## config.mk

```make
export PLATFORM = sky130hd
export DESIGN_NAME = posit_decode_pipe
export DESIGN_NICKNAME = d
export VERILOG_FILES = /design/src/rtl/posit_pkg.sv /design/src/rtl/posit_regime_lzc.sv /design/src/rtl/posit_decode_pipe.sv
export SDC_FILE = /design/constraint.sdc
export NUM_CORES = 1
export LEC_CHECK = 0
export CORE_MARGIN = 4
export CORE_UTILIZATION = 50
export CTS_CLUSTER_SIZE = 14
export DETAILED_ROUTE_END_ITERATION = 16
export GPL_ROUTABILITY_DRIVEN = 0
export GPL_TIMING_DRIVEN = 0
export HOLD_SLACK_MARGIN = 0.05
export PLACE_DENSITY_LB_ADDON = 0.2
export SYNTH_ARGS = -nofsm -noshare
export SYNTH_HDL_FRONTEND = slang
export SYNTH_SLANG_ARGS = --single-unit
```

## constraint.sdc

```tcl
create_clock -name clk_i -period 20.3 [get_ports clk_i]
set_input_delay 3.045 -clock clk_i [delete_from_list [all_inputs] [get_ports clk_i]]
set_output_delay 3.045 -clock clk_i [all_outputs]
set_load 0.02 [all_outputs]
```

## src/rtl/posit_pkg.sv

```systemverilog
// Shared posit definitions for the decode pipeline and the cast unit.
package posit_pkg;

    localparam int unsigned POSIT_WIDTH   = 32;
    localparam int unsigned POSIT_ES      = 2;
    localparam int unsigned POSIT_MANT_W  = POSIT_WIDTH - POSIT_ES - 2;
    localparam int unsigned POSIT_SCALE_W = $clog2(POSIT_WIDTH) + POSIT_ES + 1;

    localparam logic [POSIT_WIDTH-1:0] posit_zero = '0;
    localparam logic [POSIT_WIDTH-1:0] posit_nar  = {1'b1, {(POSIT_WIDTH-1){1'b0}}};

    typedef struct packed {
        logic                             sign;
        logic signed [POSIT_SCALE_W-1:0]  scale;
        logic        [POSIT_MANT_W-1:0]   mant;
        logic                             zero;
        logic                             nar;
    } decoded_posit_t;

endpackage

```

## src/rtl/posit_regime_lzc.sv

```systemverilog
// Leading-run counter: polarity of the top bit and the length of the run of
// identical bits starting there (minimum 1, maximum N).
module posit_regime_lzc #(
    parameter int unsigned N = 31,
    localparam int unsigned CNT_W = $clog2(N + 1)
) (
    input  logic [N-1:0]     bits,
    output logic             polarity,
    output logic [CNT_W-1:0] count
);

    always_comb begin
        logic pol;
        logic run;
        pol   = bits[N-1];
        run   = 1'b1;
        count = CNT_W'(1);
        for (int i = int'(N) - 2; i >= 0; i--) begin
            if (run && (bits[i] == pol)) begin
                count = count + CNT_W'(1);
            end else begin
                run = 1'b0;
            end
        end
        polarity = pol;
    end

endmodule

```

## src/rtl/posit_decode_pipe.sv

```systemverilog
// Two-stage elastic posit-to-fields decoder (sign, scale, hidden-bit mantissa).
// Optional operand tag sideband enabled by defining POSIT_DECODE_TAG_EN.
module posit_decode_pipe
    import posit_pkg::*;
#(
    parameter int unsigned WIDTH = POSIT_WIDTH,
    parameter int unsigned ES    = POSIT_ES,
`ifdef POSIT_DECODE_TAG_EN
    parameter int unsigned TAG_W = 4,
`endif
    localparam int unsigned MANT_W  = WIDTH - ES - 2,
    localparam int unsigned SCALE_W = $clog2(WIDTH) + ES + 1
) (
    input  logic                      clk_i,
    input  logic                      rst_ni,
    input  logic [WIDTH-1:0]          operand_i,
    input  logic                      in_valid_i,
    output logic                      in_ready_o,
    input  logic                      flush_i,
`ifdef POSIT_DECODE_TAG_EN
    input  logic [TAG_W-1:0]          tag_i,
    output logic [TAG_W-1:0]          tag_o,
`endif
    output logic                      sign_o,
    output logic signed [SCALE_W-1:0] scale_o,
    output logic [MANT_W-1:0]         mant_o,
    output logic                      zero_o,
    output logic                      nar_o,
    output logic                      out_valid_o,
    input  logic                      out_ready_i,
    output logic                      busy_o
);

    localparam int unsigned N      = WIDTH - 1;
    localparam int unsigned CNT_W  = $clog2(N + 1);
    localparam int unsigned TAIL_W = N - 2;

    logic                     s1_valid, s2_valid;
    logic                     s1_sign, s1_zero, s1_nar;
    logic [N-1:0]             s1_body;
    logic                     s2_can_load, s1_can_load, s1_load, s2_load;
    logic                     run_pol;
    logic [CNT_W-1:0]         run_len;
    logic [TAIL_W-1:0]        tail_c;
    logic [ES-1:0]            exp_c;
    logic [MANT_W-2:0]        frac_c;
    logic signed [SCALE_W-1:0] k_c, scale_c;
    logic                     special_c;
`ifdef POSIT_DECODE_TAG_EN
    logic [TAG_W-1:0]         s1_tag;
`endif

    // Elastic handshake: a stage loads when empty or draining this cycle.
    assign s2_can_load = !s2_valid || out_ready_i;
    assign s1_can_load = !s1_valid || s2_can_load;
    assign in_ready_o  = flush_i || s1_can_load;
    assign s1_load     = in_valid_i && s1_can_load && !flush_i;
    assign s2_load     = s1_valid && s2_can_load && !flush_i;
    assign out_valid_o = s2_valid;
    assign busy_o      = s1_valid | s2_valid;

    always_ff @(posedge clk_i or negedge rst_ni) begin
        if (!rst_ni) begin
            s1_valid <= 1'b0;
            s2_valid <= 1'b0;
        end else if (flush_i) begin
            s1_valid <= 1'b0;
            s2_valid <= 1'b0;
        end else begin
            if (s2_can_load) s2_valid <= s1_valid;
            if (s1_can_load) s1_valid <= in_valid_i;
        end
    end

    // S1: sign, magnitude below the sign bit, special detection.
    always_ff @(posedge clk_i or negedge rst_ni) begin
        if (!rst_ni) begin
            s1_sign <= 1'b0;
            s1_body <= '0;
            s1_zero <= 1'b0;
            s1_nar  <= 1'b0;
        end else if (s1_load) begin
            s1_sign <= operand_i[WIDTH-1];
            s1_body <= operand_i[WIDTH-1] ? N'(-operand_i) : operand_i[N-1:0];
            s1_zero <= (operand_i == '0);
            s1_nar  <= (operand_i == {1'b1, {(WIDTH-1){1'b0}}});
        end
    end

    posit_regime_lzc #(.N(N)) u_regime_lzc (
        .bits     (s1_body),
        .polarity (run_pol),
        .count    (run_len)
    );

    // Regime + terminator occupy run_len+1 bits; the two MSBs of the body are
    // always consumed, so the tail shift is run_len-1 on the remaining bits.
    always_comb begin
        tail_c    = s1_body[TAIL_W-1:0] << (run_len - CNT_W'(1));
        exp_c     = tail_c[TAIL_W-1 -: ES];
        frac_c    = tail_c[MANT_W-2:0];
        k_c       = run_pol ? (SCALE_W'(run_len) - SCALE_W'(1)) : -SCALE_W'(run_len);
        scale_c   = (k_c <<< ES) + SCALE_W'(exp_c);
        special_c = s1_zero | s1_nar;
    end

    always_ff @(posedge clk_i or negedge rst_ni) begin
        if (!rst_ni) begin
            sign_o  <= 1'b0;
            scale_o <= '0;
            mant_o  <= '0;
            zero_o  <= 1'b0;
            nar_o   <= 1'b0;
        end else if (s2_load) begin
            sign_o  <= special_c ? s1_nar : s1_sign;
            scale_o <= special_c ? '0 : scale_c;
            mant_o  <= special_c ? '0 : {1'b1, frac_c};
            zero_o  <= s1_zero;
            nar_o   <= s1_nar;
        end
    end

`ifdef POSIT_DECODE_TAG_EN
    always_ff @(posedge clk_i or negedge rst_ni) begin
        if (!rst_ni) begin
            s1_tag <= '0;
            tag_o  <= '0;
        end else begin
            if (s1_load) s1_tag <= tag_i;
            if (s2_load) tag_o  <= s1_tag;
        end
    end
`endif

endmodule
```

==> impl_metrics.env <==
export IMPL_syn_inst=1090
export IMPL_r2r_setup_slack_ns=1.17
export IMPL_p_per_area_nw_per_um2=111
export IMPL_crit_type="flop to flop"
export IMPL_routedWlPerCell_um=18.2
export IMPL_p_leak_nw=4.25
export IMPL_drt_vias_per_instance=5.99
export IMPL_start_util=0.508
export IMPL_start_kind="flop"
export IMPL_synth_nets=1154
export IMPL_synth_seq_cells=75
export IMPL_cts_tree="yes"
export IMPL_worstPathArrival_ns=19.36
export IMPL_core_um2=17200
export IMPL_die_h_um=140
export IMPL_nNetsFinal=1249
export IMPL_cp_max_fo=10
export IMPL_first_iter_violations=778
export IMPL_cp_slowest_cell="dfrtp_2"
export IMPL_async_reset_ff_frac=1.00
export IMPL_numPortBuffers=78
export IMPL_synthToLayoutAreaGrowth_pct=17.4
export IMPL_synth_cell_type_count=93
export IMPL_met1_usage=0.357
export IMPL_die_area_um2=19700
export IMPL_ctsHoldBuffers=0
export IMPL_worst_slew_pin_slew_ns=1.08
export IMPL_worst_ep_required_time_ns=20.53
export IMPL_cts_buffers=9
export IMPL_ir_worst_vdd_v=0.0000680
export IMPL_max_cap_viol_count=0
export IMPL_ant_nets=0
export IMPL_final_cells=1413
export IMPL_grt_overflow=0
export IMPL_grt_pass1_wl_um=41800
export IMPL_maxSlewHeadroom=0.276
export IMPL_worstHoldStart="scale_o[5]$_DFFE_PN0P_"
export IMPL_status="finished, final reports clean"
export IMPL_setup_viol=0
export IMPL_grt_busiest_layer="met2"
export IMPL_die_x_um=140
export IMPL_clock_sinks=75
export IMPL_synth_edf_count=0
export IMPL_skew_ns=0.00446
export IMPL_slew_violations=0
export IMPL_grt_max_degree=73
export IMPL_timing_final_crit_share=0.942
export IMPL_hold_violations=0
export IMPL_drc=0
export IMPL_clk_pin_slew_ns=0.06
export IMPL_r2r_start="s1_body[30]$_DFFE_PN0P_"
export IMPL_first_pass_iters=6
export IMPL_end_kind="flop"
export IMPL_grtUsageMet3=0.0307
export IMPL_n_antenna_cell=0
export IMPL_design_portCount=79
export IMPL_avgSynthCellArea_um2=8.04
export IMPL_drive_above_1_share=0.104
export IMPL_synth_area_um2=8760
export IMPL_cts_root_buf="clkbuf_16"
export IMPL_crit_path_frequent_cell="ha_1"
export IMPL_place_inst=1394
export IMPL_vias=8470
export IMPL_worstSetupStartpoint="s1_body[30]$_DFFE_PN0P_"
export IMPL_use_met2=0.426
export IMPL_antenna_found_initial=0
export IMPL_synth_main_ff_cell="dfrtp_1"
export IMPL_yosysWarnings=0
export IMPL_hp_class="flop to flop"
export IMPL_routed_wirelength_um=25700
export IMPL_clk_latency_ns=0.34
export IMPL_grt_pass1_vias=8096
export IMPL_place_hpwl_um=19900
export IMPL_setup_tns_final_ns=0
export IMPL_ys_seq_area_frac=0.214
export IMPL_fmax_mhz=52.3
export IMPL_cts_path_max_buffers=2
export IMPL_h_tree_depth=3
export IMPL_rows=48
export IMPL_period_minus_slack_ns=19.13
export IMPL_slowest_delay_ns=0.41
export IMPL_grt_use_total=0.259
==> what timing repair did <==
item                                    in CTS  in global routing
endpoints found under the setup margin       0                 33
buffers inserted                             0                  6
gates resized for setup                      0                 26
==> path summary, 6_finish.rpt <==
| path | end | cells past startpoint |
|---|---|---|
| max | mant_o[13]$_DFFE_PN0P_ | 102 |
| min reg2reg | scale_o[5]$_DFFE_PN0P_ | 2 |
| min | scale_o[5]$_DFFE_PN0P_ | 2 |
| max reg2reg | mant_o[13]$_DFFE_PN0P_ | 102 |
| max in group asynchronous | s1_body[30]$_DFFE_PN0P_ | 2 |
| min in group asynchronous | scale_o[7]$_DFFE_PN0P_ | 1 |
==> critical path, delay by kind of cell, from the launching register on <==
family          cells  cell delay (ns)
fa+ha+maj          26             7.76
flops               1             0.41
buf+inv            15             2.28
simple gates       21             1.92
mux                 9             2.11
compound gates     29             4.00
xor+xnor            2             0.51
==> metrics by stage <==
stage	cell area (um2)	power [W]	setup WS, ns	utilization	hold slack, ns
after detailed placement	9850	0.000937	0.456	0.571	0.473
after floorplan	8760	0.000727	2.96	-	0.481
final	10300	0.00114	1.17	0.597	0.482
after global routing	10300	0.00122	-0.0984	0.597	0.515
after global placement	9820	0.000929	0.577	0.570	0.466
after CTS	10200	0.00111	0.379	0.589	0.486
==> metal layers <==
layer / wire (um) / share of wire / up-vias
li1: - / - / 4128
met1: 11500 / 0.45 / 4014
met2: 12000 / 0.47 / 276
met3: 1480 / 0.057 / 52
met4: 709 / 0.028 / 0
met5: 0 / 0 / -
==> flip-flops by register name, summed over array words and instances (netlist names) <==
signal / cells
s1_nar: 1
scale_o: 8
zero_o: 1
s1_sign: 1
out_valid_o: 1
s1_valid: 1
sign_o: 1
nar_o: 1
mant_o: 28
s1_body: 31
s1_zero: 1
==> area by class of cell <==
cell class                      count  area [um2]
Clock buffer                        9         225
Multi-Input combinational cell    920        6540
Buffer                             66         324
Tap cell                          225         282
Fill cell                        1549        6950
Timing Repair Buffer               85         851
Inverter                           28         105
Clock inverter                      5        80.1
Sequential cell                    75        1880
==> synth_stat cells (4+ instances only) <==
library cell | n | share of area
buf_2 | 18 | 0.010
nor3b_1 | 4 | 0.0034
a21oi_1 | 68 | 0.039
o2111ai_1 | 4 | 0.0040
and4b_1 | 4 | 0.0046
buf_1 | 5 | 0.0021
nand3_1 | 35 | 0.020
o22ai_1 | 7 | 0.0050
and2_1 | 14 | 0.010
mux2i_1 | 87 | 0.099
xnor2_1 | 35 | 0.035
maj3_1 | 8 | 0.0091
a211oi_1 | 15 | 0.013
o21a_1 | 7 | 0.0060
nor2_1 | 110 | 0.047
or3_1 | 10 | 0.0071
nand2b_1 | 12 | 0.0086
a21o_1 | 7 | 0.0060
o21ai_0 | 59 | 0.034
xnor2_2 | 4 | 0.0074
o21ai_1 | 9 | 0.0051
xnor3_1 | 6 | 0.015
o21bai_1 | 6 | 0.0051
a21boi_0 | 8 | 0.0069
nand4b_1 | 5 | 0.0050
a22o_1 | 16 | 0.016
or2_2 | 10 | 0.0071
dfrtp_1 | 75 | 0.21
buf_4 | 7 | 0.0060
clkbuf_1 | 35 | 0.015
mux2_2 | 13 | 0.017
o31ai_1 | 12 | 0.010
xor2_1 | 56 | 0.056
nand4_1 | 7 | 0.0050
or4_1 | 10 | 0.0086
and3_1 | 14 | 0.010
inv_1 | 27 | 0.012
ha_1 | 27 | 0.039
nand2_1 | 110 | 0.047
a31oi_1 | 5 | 0.0036
nor3_1 | 23 | 0.013
o211ai_1 | 11 | 0.0094
nor2b_1 | 12 | 0.0086
==> logic make-up after synthesis <==
family | after synthesis | share of synthesized area
AO/OA/AOI/OAI | 268 | 0.201
XOR/XNOR | 105 | 0.124
adder cells (fa/ha/maj) | 35 | 0.0477
buffers and inverters | 95 | 0.0480
flip-flops | 75 | 0.214
multiplexers | 105 | 0.127
AND/OR/NAND/NOR | 407 | 0.237
==> placed cells by master, fill, tap and decap left out, types with 34 or more instances in the layout <==
cell type / synthesis / layout
dfrtp_1: 75 / 74
xnor2_1: 35 / 34
nand2_1: 110 / 110
o21ai_0: 59 / 57
xor2_1: 56 / 54
clkdlybuf4s50_1: 0 / 77
nor2_1: 110 / 109
nand3_1: 35 / 35
a21oi_1: 68 / 68
mux2i_1: 87 / 82
clkbuf_1: 35 / 34
==> power breakdown <==
group	leakage [nW]	switching, W	total (W)	internal, W
Combinational	3.21	0.000425	0.000743	0.000318
Clock	0.143	0.0000623	0.000168	0.000106
Sequential	0.895	0.0000353	0.000228	0.000193
Total	4.25	0.000522	0.00114	0.000616
(Power assumes the default switching activity.)
